<file path="config.mk">
export PLATFORM = sky130hd
export DESIGN_NAME = calu_multiword_addsub_ctrl
export DESIGN_NICKNAME = d
export VERILOG_FILES = /design/src/rtl/calu_multiword_addsub_ctrl.sv
export SDC_FILE = /design/constraint.sdc
export NUM_CORES = 1
export LEC_CHECK = 0
export ABC_AREA = 1
export CAP_MARGIN = 20
export CELL_PAD_IN_SITES_DETAIL_PLACEMENT = 1
export CELL_PAD_IN_SITES_GLOBAL_PLACEMENT = 1
export CORE_ASPECT_RATIO = 1.2
export CORE_MARGIN = 2
export CORE_UTILIZATION = 33
export DETAILED_ROUTE_END_ITERATION = 10
export PLACE_DENSITY = 0.75
export RECOVER_POWER = 100
export SLEW_MARGIN = 10
export SYNTH_ARGS = -nofsm -noshare
export SYNTH_HDL_FRONTEND = slang
export SYNTH_SLANG_ARGS = --single-unit
export TNS_END_PERCENT = 30
</file>
<file path="constraint.sdc">
create_clock -name clk -period 2.52 [get_ports clk]
set_clock_uncertainty 0.15 [all_clocks]
set_input_delay 0.504 -clock clk [delete_from_list [all_inputs] [get_ports clk]]
set_output_delay 0.504 -clock clk [all_outputs]
set_load 0.02 [all_outputs]
</file>
<file path="src/rtl/calu_multiword_addsub_ctrl.sv">
// Multi-precision add/sub sequencer around a single-word adder: feeds one word per cycle,
// LS word first, chains the carry, and returns the assembled result with Z/N/C/V flags.
module calu_multiword_addsub_ctrl #(
   parameter int unsigned WORD_W    = 16,
   parameter int unsigned MAX_WORDS = 4,
   parameter int unsigned LEN_W     = $clog2(MAX_WORDS)
) (
   input  logic                        clk,
   input  logic                        rst_n,
   input  logic                        req_valid,
   output logic                        req_ready,
   input  logic                        req_sub,
   input  logic [LEN_W-1:0]            req_len,
   input  logic [WORD_W*MAX_WORDS-1:0] req_a,
   input  logic [WORD_W*MAX_WORDS-1:0] req_b,
   output logic [WORD_W-1:0]           add_A,
   output logic [WORD_W-1:0]           add_B,
   output logic                        add_Sub,
   output logic                        add_Cin,
   input  logic [WORD_W-1:0]           add_Result,
   input  logic                        add_Cout,
   input  logic                        add_Overflow,
   output logic                        rsp_valid,
   input  logic                        rsp_ready,
   output logic [WORD_W*MAX_WORDS-1:0] rsp_result,
   output logic                        rsp_c,
   output logic                        rsp_v,
   output logic                        rsp_z,
   output logic                        rsp_n
);

   localparam int unsigned TotW = WORD_W * MAX_WORDS;

   typedef enum logic [1:0] {StIdle, StRun, StDone} state_e;

   state_e              state_q;
   logic [TotW-1:0]     a_q, b_q, result_q;
   logic                sub_q;
   logic [LEN_W-1:0]    len_q, idx_q;
   logic [WORD_W-1:0]   add_a_q, add_b_q;
   logic                add_cin_q;
   logic                rsp_c_q, rsp_v_q, rsp_z_q, rsp_n_q;

   logic [LEN_W-1:0]    idx_nxt;
   logic [WORD_W-1:0]   a_nxt, b_nxt;
   logic [TotW-1:0]     result_upd;
   logic                last;

   assign idx_nxt = idx_q + LEN_W'(1);
   assign a_nxt   = a_q[idx_nxt*WORD_W +: WORD_W];
   assign b_nxt   = sub_q ? ~b_q[idx_nxt*WORD_W +: WORD_W] : b_q[idx_nxt*WORD_W +: WORD_W];
   assign last    = (idx_q == len_q);

   always_comb begin
      result_upd = result_q;
      result_upd[idx_q*WORD_W +: WORD_W] = add_Result;
   end

   // Adder inputs are registered so the adder sees glitch-free operands and carry-in.
   always_ff @(posedge clk or negedge rst_n) begin
      if (!rst_n) begin
         state_q   <= StIdle;
         a_q       <= '0;
         b_q       <= '0;
         result_q  <= '0;
         sub_q     <= 1'b0;
         len_q     <= '0;
         idx_q     <= '0;
         add_a_q   <= '0;
         add_b_q   <= '0;
         add_cin_q <= 1'b0;
         rsp_c_q   <= 1'b0;
         rsp_v_q   <= 1'b0;
         rsp_z_q   <= 1'b0;
         rsp_n_q   <= 1'b0;
      end else begin
         unique case (state_q)
            StIdle: begin
               if (req_valid) begin
                  a_q       <= req_a;
                  b_q       <= req_b;
                  sub_q     <= req_sub;
                  len_q     <= req_len;
                  idx_q     <= '0;
                  result_q  <= '0;
                  add_a_q   <= req_a[WORD_W-1:0];
                  add_b_q   <= req_sub ? ~req_b[WORD_W-1:0] : req_b[WORD_W-1:0];
                  add_cin_q <= req_sub;
                  rsp_c_q   <= 1'b0;
                  rsp_v_q   <= 1'b0;
                  rsp_z_q   <= 1'b0;
                  rsp_n_q   <= 1'b0;
                  state_q   <= StRun;
               end
            end
            StRun: begin
               result_q <= result_upd;
               if (last) begin
                  add_a_q   <= '0;
                  add_b_q   <= '0;
                  add_cin_q <= 1'b0;
                  rsp_c_q   <= add_Cout;
                  rsp_v_q   <= add_Overflow;
                  rsp_z_q   <= (result_upd == '0);
                  rsp_n_q   <= add_Result[WORD_W-1];
                  state_q   <= StDone;
               end else begin
                  idx_q     <= idx_nxt;
                  add_a_q   <= a_nxt;
                  add_b_q   <= b_nxt;
                  add_cin_q <= add_Cout;
               end
            end
            StDone: begin
               if (rsp_ready) state_q <= StIdle;
            end
            default: state_q <= StIdle;
         endcase
      end
   end

   assign req_ready  = rst_n && (state_q == StIdle);
   assign rsp_valid  = (state_q == StDone);
   assign add_A      = add_a_q;
   assign add_B      = add_b_q;
   assign add_Cin    = add_cin_q;
   assign add_Sub    = 1'b0;
   assign rsp_result = result_q;
   assign rsp_c      = rsp_c_q;
   assign rsp_v      = rsp_v_q;
   assign rsp_z      = rsp_z_q;
   assign rsp_n      = rsp_n_q;

endmodule

</file>
Yosys cells after proc, flatten, opt, wreduce, memory -nomap -nowiden
Cells that the tools add are included.
- register bits: 236
- logic and storage cells: 68
- input bits: 153
- output and inout port bits: 104
- $add $sub $neg: 2
- multiplexer cells: 30
- shifts and indexed selects: 4
- reductions and logical operators: 9
- equal/unequal tests: 7
- bitwise logic cells: 2
- operators by type and width (operator ; count):
    one-hot mux 64 bit (2 select lines) ; 1
    indexed part select 64 x 7 -> 16 bit ; 2
    2-to-1 mux 16 bit ; 6
    bitwise mux 64 bit ; 1
    logical NOT 64 bit ; 1
    2-to-1 mux 64 bit ; 1
    one-hot mux 16 bit (2 select lines) ; 2
    variable shift 16 x 34 -> 64 bit (first input constant) ; 1
    indexed part select 16 x 34 -> 64 bit ; 1
    negation 6 -> 34 bit ; 1
    NOT 16 bit ; 2
    2-to-1 mux 2 bit ; 5
    one-hot mux 1 bit (2 select lines) ; 5
    AND reduction 3 bit ; 3
    2-to-1 mux 1 bit ; 7
    != test 2 bit (second input constant) ; 3
    one-hot mux 2 bit (3 select lines) ; 1
    one-hot mux 2 bit (2 select lines) ; 1
    AND reduction 2 bit ; 2
    adder 2 x 1 -> 2 bit (second input constant) ; 1
    equality test 2 x 1 -> 1 bit (second input constant) ; 1
    equality test 2 bit ; 1
    equality test 2 bit (second input constant) ; 1
    logical NOT 2 bit ; 1
    other kinds (3) ; 3

Logic depth before layout (Yosys ltp)
Gate-level depths: netlist of run 1.
- depth in word-level cells: 6
- mapped depth: 18
- mapped depth without buffers: 14

Worst setup path before layout of run 1
No wires, ideal clock.
- path type: register -> register
- start point: register idx_q[0]
- end point: register rsp_z_q (netlist: rsp_z)
- clock period less this slack: 2.545 ns
- slack: -0.025 ns
- buffers on the path: 5
- arrival time: 2.278 ns
- cell stages (with the launch flop): 16
- setup time: 0.117 ns
- data required time: 2.253 ns
- path through: dfrtp_1 -> buf_6 -> inv_2 -> buf_2 -> buf_2 -> ha_1 -> buf_2 -> buf_2 -> nor2_1 -> nand2_1 -> o22ai_1 -> nor2_1 -> nand3_1 -> nor2_1 -> nand3_1 -> nand2_1
- word-level cells in the longest chain between the ends: 6
- ends and longest elaborated chain (what ; line ; source):
    start, declared ; 39 ; logic [LEN_W-1:0] len_q, idx_q;
    start signal, assigned ; 108 ; idx_q <= idx_nxt;
    negation 6 -> 34 bit ; 56 ; result_upd[idx_q*WORD_W +: WORD_W] = add_Result;
    indexed part select 16 x 34 -> 64 bit / variable shift 16 x 34 -> 64 bit (equally long branches) ; 56 ;
    bitwise mux 64 bit ; 56 ;
    logical NOT 64 bit ; 104 ; rsp_z_q <= (result_upd == '0);
    2-to-1 mux 1 bit ; 98 ; if (last) begin
    one-hot mux 1 bit (2 select lines) ; 77 ; unique case (state_q)
    end signal, assigned ; 104 ;
    end, declared ; 42 ; logic rsp_c_q, rsp_v_q, rsp_z_q, rsp_n_q;
Parallel ways exist; a longest one is shown, timed or not. The select of a mux whose other input is x is not followed.
A chain may end at the register's enable or synchronous reset.

Worst setup path in the final report of run 1
Same ends and word-level chain as after synthesis.

==> results of run 1 <==
[cell families after synthesis]
kind of cell	after synthesis
compound gates	274
flops	236
simple gates	835
xor+xnor	2
other cells	1
fa+ha+maj	5
buf+inv	168
[layer usage]
metal  global-route usage (%)  wire (um)
met2                     40.8      21300
met4                     6.15       1080
met5                        0         40
met1                     27.8      17600
met3                     3.91       2030
[final timing paths]
path                                      start                endpoint  slack, ns  depth (start not counted)
max reg2reg                idx_q[0]$_DFFE_PN0P_       rsp_z$_DFFE_PN0P_       0.15                         15
min                                       rst_n  state_q[0]$_DFFE_PN0P_      -0.02                          2
min in group clk            a_q[48]$_DFFE_PN0P_     a_q[48]$_DFFE_PN0P_       0.32                          2
min reg2reg                 a_q[48]$_DFFE_PN0P_     a_q[48]$_DFFE_PN0P_       0.32                          2
max in group asynchronous                 rst_n     a_q[41]$_DFFE_PN0P_       0.31                          4
max                        idx_q[0]$_DFFE_PN0P_       rsp_z$_DFFE_PN0P_       0.15                         15
[cell type report]
class / count / area (um2) / area share (%)
antenna: 3 / 7.51 / 0.0473
sequential: 236 / 5910 / 37.2
timing repair buffer: 329 / 3210 / 20.2
clock buffer: 41 / 808 / 5.09
multi-input combinational: 1117 / 4970 / 31.3
tap: 462 / 578 / 3.64
clock inverter: 5 / 100 / 0.631
inverter: 74 / 284 / 1.79
[power breakdown]
part / switching (mW) / total (mW) / internal (mW)
combinational: 5.71 / 9.00 / 3.28
clock: 1.57 / 4.06 / 2.49
sequential: 0.949 / 6.22 / 5.27
[cells in the final DEF (no fill, tap or decap), types with 23 or more instances in the layout]
master / count
a21oi_1: 23
inv_1: 65
nor2_1: 136
a22o_1: 47
o21ai_0: 133
clkdlybuf4s50_1: 252
o21ai_1: 30
dfrtp_1: 235
clkbuf_16: 28
nand2_1: 646
buf_4: 60
nand3_1: 40
[critical path: stages, from the launching register on]
cell and delay [ns]:
dfrtp_4 0.52, inv_6 0.11, ha_2 0.30, buf_4 0.17, nand2_1 0.08, nor2_2 0.05
buf_12 0.13, nand2_1 0.06, nand2_1 0.06, nor2_1 0.11, nand2_1 0.08, nor2_2 0.13
nand2_1 0.09, nor2_2 0.12, nand3_1 0.08, nand2_1 0.06
[sequential cells by signal, summed over array words and instances, names as in the netlist]
signal,count
rsp_z,1
sub_q,1
idx_q,2
add_A,16
rsp_n,1
a_q,64
rsp_result,64
state_q,2
rsp_v,1
b_q,64
rsp_c,1
len_q,2
add_B,16
add_Cin,1
[repair_timing]
action / 4_1_cts / 5_1_grt
resized for setup: 3 / 9
hold buffers: 1 / 0
hold endpoints to repair: 24 / 0
endpoints found under the setup margin: 3 / 13
cloned: 0 / 1
setup buffers: 0 / 1
==> results.txt, run 1 <==
vias in the first global route - 11895
Critical Path AT - 2.70 ns
First DRT Iteration DRCs - 712
Root Driver - clkbuf_16
core footprint - 0.0347 mm2
Worst Tran Pin Value - 0.961 ns
Worst setup EP type - register
initial antenna violation count - 6
HP Class - in -> async
GPL Wtd Cong - 0.876
post-synth net total - 1679
post-route total power - 19.3 mW
Routed WL - 42000 um
Adder-Cell Fraction of Synth Area - 0.541%
VDD IR max - 507 uV
largest family of logic cells by synthesized area - simple AND/OR/NAND/NOR gates
Placed Instance Area - 0.0149 mm2
share of layout cells above drive strength 1 - 7.55%
total gr overflow - 0
final critical-path share of the clock period - 94.0%
max cap viols - 0
Hold Slack - -0.0213 ns
Final Instance Count excl. Fillers - 2267
EDFF count, synth - 0
drt drc - 0
Max Clk Rate - 0.422 GHz
most frequent cells after synthesis - 647 x nand2_1, 236 x dfrtp_1, 136 x nor2_1, 134 x o21ai_0, 66 x inv_1
Die Width - 175 um
compound-cell area share of the yosys netlist - 14.2%
Synth Area in Simple Gates - 28.0%
Util after Layout - 45.7%
fill cell total of the finished layout - 4232
total die area - 0.0366 mm2
Final Max Slew Viols - 0
Fin Setup TNS - 0 ns
most numerous cell in the Yosys netlist - nand2_1
Ports - 257
# port buffers - 255
WS Path Type - reg -> reg
clock sinks - 236
fin nets - 1943
syn_area_per_cell - 7.60 um2
CTS H-tree lvls - 1
cell area after layout - 0.0159 mm2
worst setup margin - 0.152 ns
critical path fanouts, max - 14
RSZ-0062 raised after global routing - false
Rows - 75
Final ANT Viol Nets - 0
cell area after synthesis - 0.0116 mm2
Num CTS Buffers - 27
Max clock buf depth - 3
Worst-path clk slew - 0.06 ns
placed cells - 2215
Via density - 4.96
mux cell area share after synthesis - 0%
post-detail-place hpwl - 29200 um
failing checks - negative hold slack
Routed WL per cell - 18.5 um
Synth Warn # - 0
Layout area overhead - 37.2%
initial core utilization - 33.3%
Yosys cell types - 27
ranking of synthesized cells by area - dfrtp_1 51%, nand2_1 21%, o21ai_0 5.8%, nor2_1 4.4%, a22o_1 3.6%
cell taking the most area after synthesis - dfrtp_1
PD cells - 1210 mW/mm2
final setup fails - 0
prevailing post-synth register cell - dfrtp_1
#FFs+latches synth - 236
DR vias - 11252
share of flip-flops with an asynchronous set or reset - 100%
final hold violation count - 45
Startpoint Class - register
Initial DRT Pass Iterations - 5
CTS tree - yes
leakage - 7.76 nW
Tmin final - 2.37 ns
die height - 209 um
first-pass GRT wire length - 65700 um
sequential share of the synthesized area - 51.1%
outcome - finished, violations left
largest net degree at the start of global routing - 132
CP required - 2.85 ns
later-pin clock latency in the skew report - 0.54 ns
total track usage - 22.6%
Post-Syn Instances - 1521
XOR/XNOR share of the synthesized area - 0.151%
DP Worst Slack - 0.00270 ns
slew margin rel. - 35.9%
post-synth top area share - 51.1%
(Power assumes the default switching activity.)
==> inputs of run 2 (changes only) <==
CORE_MARGIN = 5   (was 2)
SETUP_SLACK_MARGIN = 0.05   (was unset)
==> run 2 against run 1 <==
The flow finishes with violations (max-capacitance violations, max-slew violations). Die area increased by 6.4%. Worst hold slack better by 0.34 ns. Cell count increased by 0.18%. Routed wire length is 2.8% higher. Critical path type unchanged. Highest routed layer is now met4.
==> results.txt, run 2 (same netlist as run 1, synthesis figures left out) <==
outcome - finished, violations left
failing checks - max-capacitance violations, max-slew violations
Worst path most repeated cell - nand2_1
Psw - 8.29 mW (+0.63%)
initial antenna violation count - 1 (-5)
Clock power frac - 19.4% (-1.7 points)
Routed WL per cell - 19.0 um (+2.6%)
fin nets - 1953 (+0.51%)
Setup crit start - idx_q[0]$_DFFE_PN0P_
Worst Tran Pin Value - 1.62 ns (+0.657 ns)
Reg2Reg Depth - 15 (unchanged)
WS Path Type - reg -> reg
# diodes - 0 (-3)
first-pass GRT wire length - 67300 um (+2.4%)
CP required - 2.85 ns (about the same)
PD cells - 1190 mW/mm2 (-1.7%)
total gr overflow - 0 (unchanged)
DR vias - 11349 (+0.86%)
leakage - 8.05 nW (+3.7%)
worst hold start - a_q[63]$_DFFE_PN0P_
Critical Path AT - 2.67 ns (-0.03 ns)
critical path's slowest cell - dfrtp_4
Initial DRT Pass Iterations - 5 (unchanged)
Num CTS Buffers - 27 (unchanged)
Worst-path clk slew - 0.06 ns (about the same)
slew margin rel. - -7.82% (-44 points)
post-detail-place hpwl - 29900 um (+2.6%)
Worst setup EP type - register
CP Capture Point - rsp_z$_DFFE_PN0P_
placed cells - 2218 (+0.14%)
Fin Setup TNS - 0 ns (unchanged)
Util after Layout - 45.7% (about the same)
# port buffers - 255 (unchanged)
vias in the first global route - 12233 (+2.8%)
cell-internal power - 10.7 mW (-3.0%)
Rows - 75 (unchanged)
die height - 215 um (+2.9%)
worst r2r dst - rsp_z$_DFFE_PN0P_
Comb pwr share - 48.1% (+1.4 points)
Max clock buf depth - 3 (unchanged)
VDD IR max - 509 uV (+0.48%)
Worst path max stage delay - 0.51 ns (about the same)
Die Width - 181 um (+3.4%)
final setup fails - 0 (unchanged)
Final ANT Viol Nets - 0 (unchanged)
later-pin clock latency in the skew report - 0.54 ns (about the same)
Tmin final - 2.34 ns (-0.0236 ns)
most common cell after layout, fill and taps aside - nand2_1
final hold violation count - 0 (-100%)
Startpoint Class - register
Routed WL - 43200 um (+2.8%)
Via density - 5.00 (+0.68%)
clock sinks - 236 (unchanged)
Final Instance Count excl. Fillers - 2271 (+0.18%)
Layout area overhead - 37.5%
RSZ-0062 raised after global routing - false
reg2reg start - idx_q[0]$_DFFE_PN0P_
r2r setup slk - 0.18 ns (+0.02 ns)
max cap viols - 1 (+1)
drt drc - 0 (unchanged)
final critical-path share of the clock period - 93.0% (-0.94 points)
CTS H-tree lvls - 1 (unchanged)
Max Clk Rate - 0.426 GHz (+1.0%)
total track usage - 21.2% (-1.4 points)
HP Class - reg -> reg
CTS tree - yes
core footprint - 0.0348 mm2 (+0.27%)
CP cell instances - inv_2 -> ha_4 -> buf_4 -> nand2_1 -> nor2_2 -> buf_12 -> nand2_1 -> nand2_1 -> nor2_2 -> nand2_1 -> nor2_2 -> nand2_1 -> nor2_1 -> nand3_1 -> nand2_1
total die area - 0.0389 mm2 (+6.4%)
fill cell total of the finished layout - 4201 (-0.73%)
most frequent cells in the layout - 645 x nand2_1, 235 x dfrtp_1, 154 x o21ai_0
Ports - 257 (unchanged)
Final Max Slew Viols - 175 (+175)
switching share of total power - 43.6% (+0.90 points)
critical path fanouts, max - 14 (unchanged)
largest net degree at the start of global routing - 175 (+33%)
Sequential Power Share - 32.5% (+0.3 points)
GPL Wtd Cong - 0.877 (about the same)
initial core utilization - 33.2% (-0.090 points)
share of layout cells above drive strength 1 - 8.07% (+0.52 points)
Root Driver - clkbuf_16
First DRT Iteration DRCs - 790 (+11%)
run 2: final cells by class:
| type | count | area (um2) | share of cell area [%] |
|---|---|---|---|
| flip-flops and latches | 236 | 5910 | 37.2 |
| repair buffers | 339 | 3310 | 20.8 |
| multi-input cells | 1117 | 5020 | 31.6 |
| clock buffers | 39 | 751 | 4.72 |
| clock inverters | 4 | 45.0 | 0.283 |
| well taps | 462 | 578 | 3.64 |
| inverters | 74 | 287 | 1.80 |
run 2: worst max-delay path, delay by kind of cell, from the launching register on:
family                   cells  cell delay (ns)
flip-flops                   1             0.51
buffers and inverters        3             0.41
adder cells (fa/ha/maj)      1             0.23
AND/OR/NAND/NOR             11             0.99
run 2: what timing repair did:
action | in CTS | in global routing
resized for setup | 4 | 13
hold endpoints to repair | 2 | 0
hold buffers | 1 | 0
setup endpoints to repair | 3 | 1
pin swaps | 0 | 1
setup buffers | 0 | 7
gates cloned | 0 | 2
run 2: per-stage QoR:
stage | hold slack (ns) | setup slack (ns) | power (mW) | instance area, um2
6_report | 0.322 | 0.175 | 19.0 | 15900
5_1_grt | 0.342 | 0.0275 | 20.4 | 15900
4_1_cts | 0.0753 | 0.0532 | 19.3 | 15800
3_5_place_dp | 0.153 | 0.0272 | 15.5 | 15000
3_3_place_gp | 0.153 | 0.00845 | 15.2 | 15000
2_1_floorplan | 0.0584 | 0.0526 | 11.6 | 11600
run 2: per-layer routing:
layer | up-vias | share of wire (%) | global-route usage, %
met3 | 69 | 4.5 | 2.89
met4 | 0 | 3.6 | 7.97
met2 | 308 | 49 | 36.8
li1 | 5396 | - | -
met1 | 5576 | 43 | 27.1
met5 | - | 0 | 0
run 2: power groups by stage:
stage               logic (mW)  registers [mW]  clock network (mW)
finish                    9.14            6.18                3.68
global route              10.2            6.35                3.94
CTS                       9.33            6.20                3.79
detailed placement        9.26            6.23                   0
global placement          8.98            6.19                   0
floorplan                 5.18            6.44                   0
run 2: worst min path at each step:
stage                                             to  slack, ns  cells past startpoint
final                            a_q[63]$_DFFE_PN0P_       0.32                      2
after global routing             a_q[12]$_DFFE_PN0P_       0.34                      2
after CTS                 rsp_result[60]$_DFFE_PN0P_       0.08                      2
after detailed placement         b_q[33]$_DFFE_PN0P_       0.15                      1
after global placement           b_q[49]$_DFFE_PN0P_       0.15                      1
after floorplan                   a_q[0]$_DFFE_PN0P_       0.06                      0
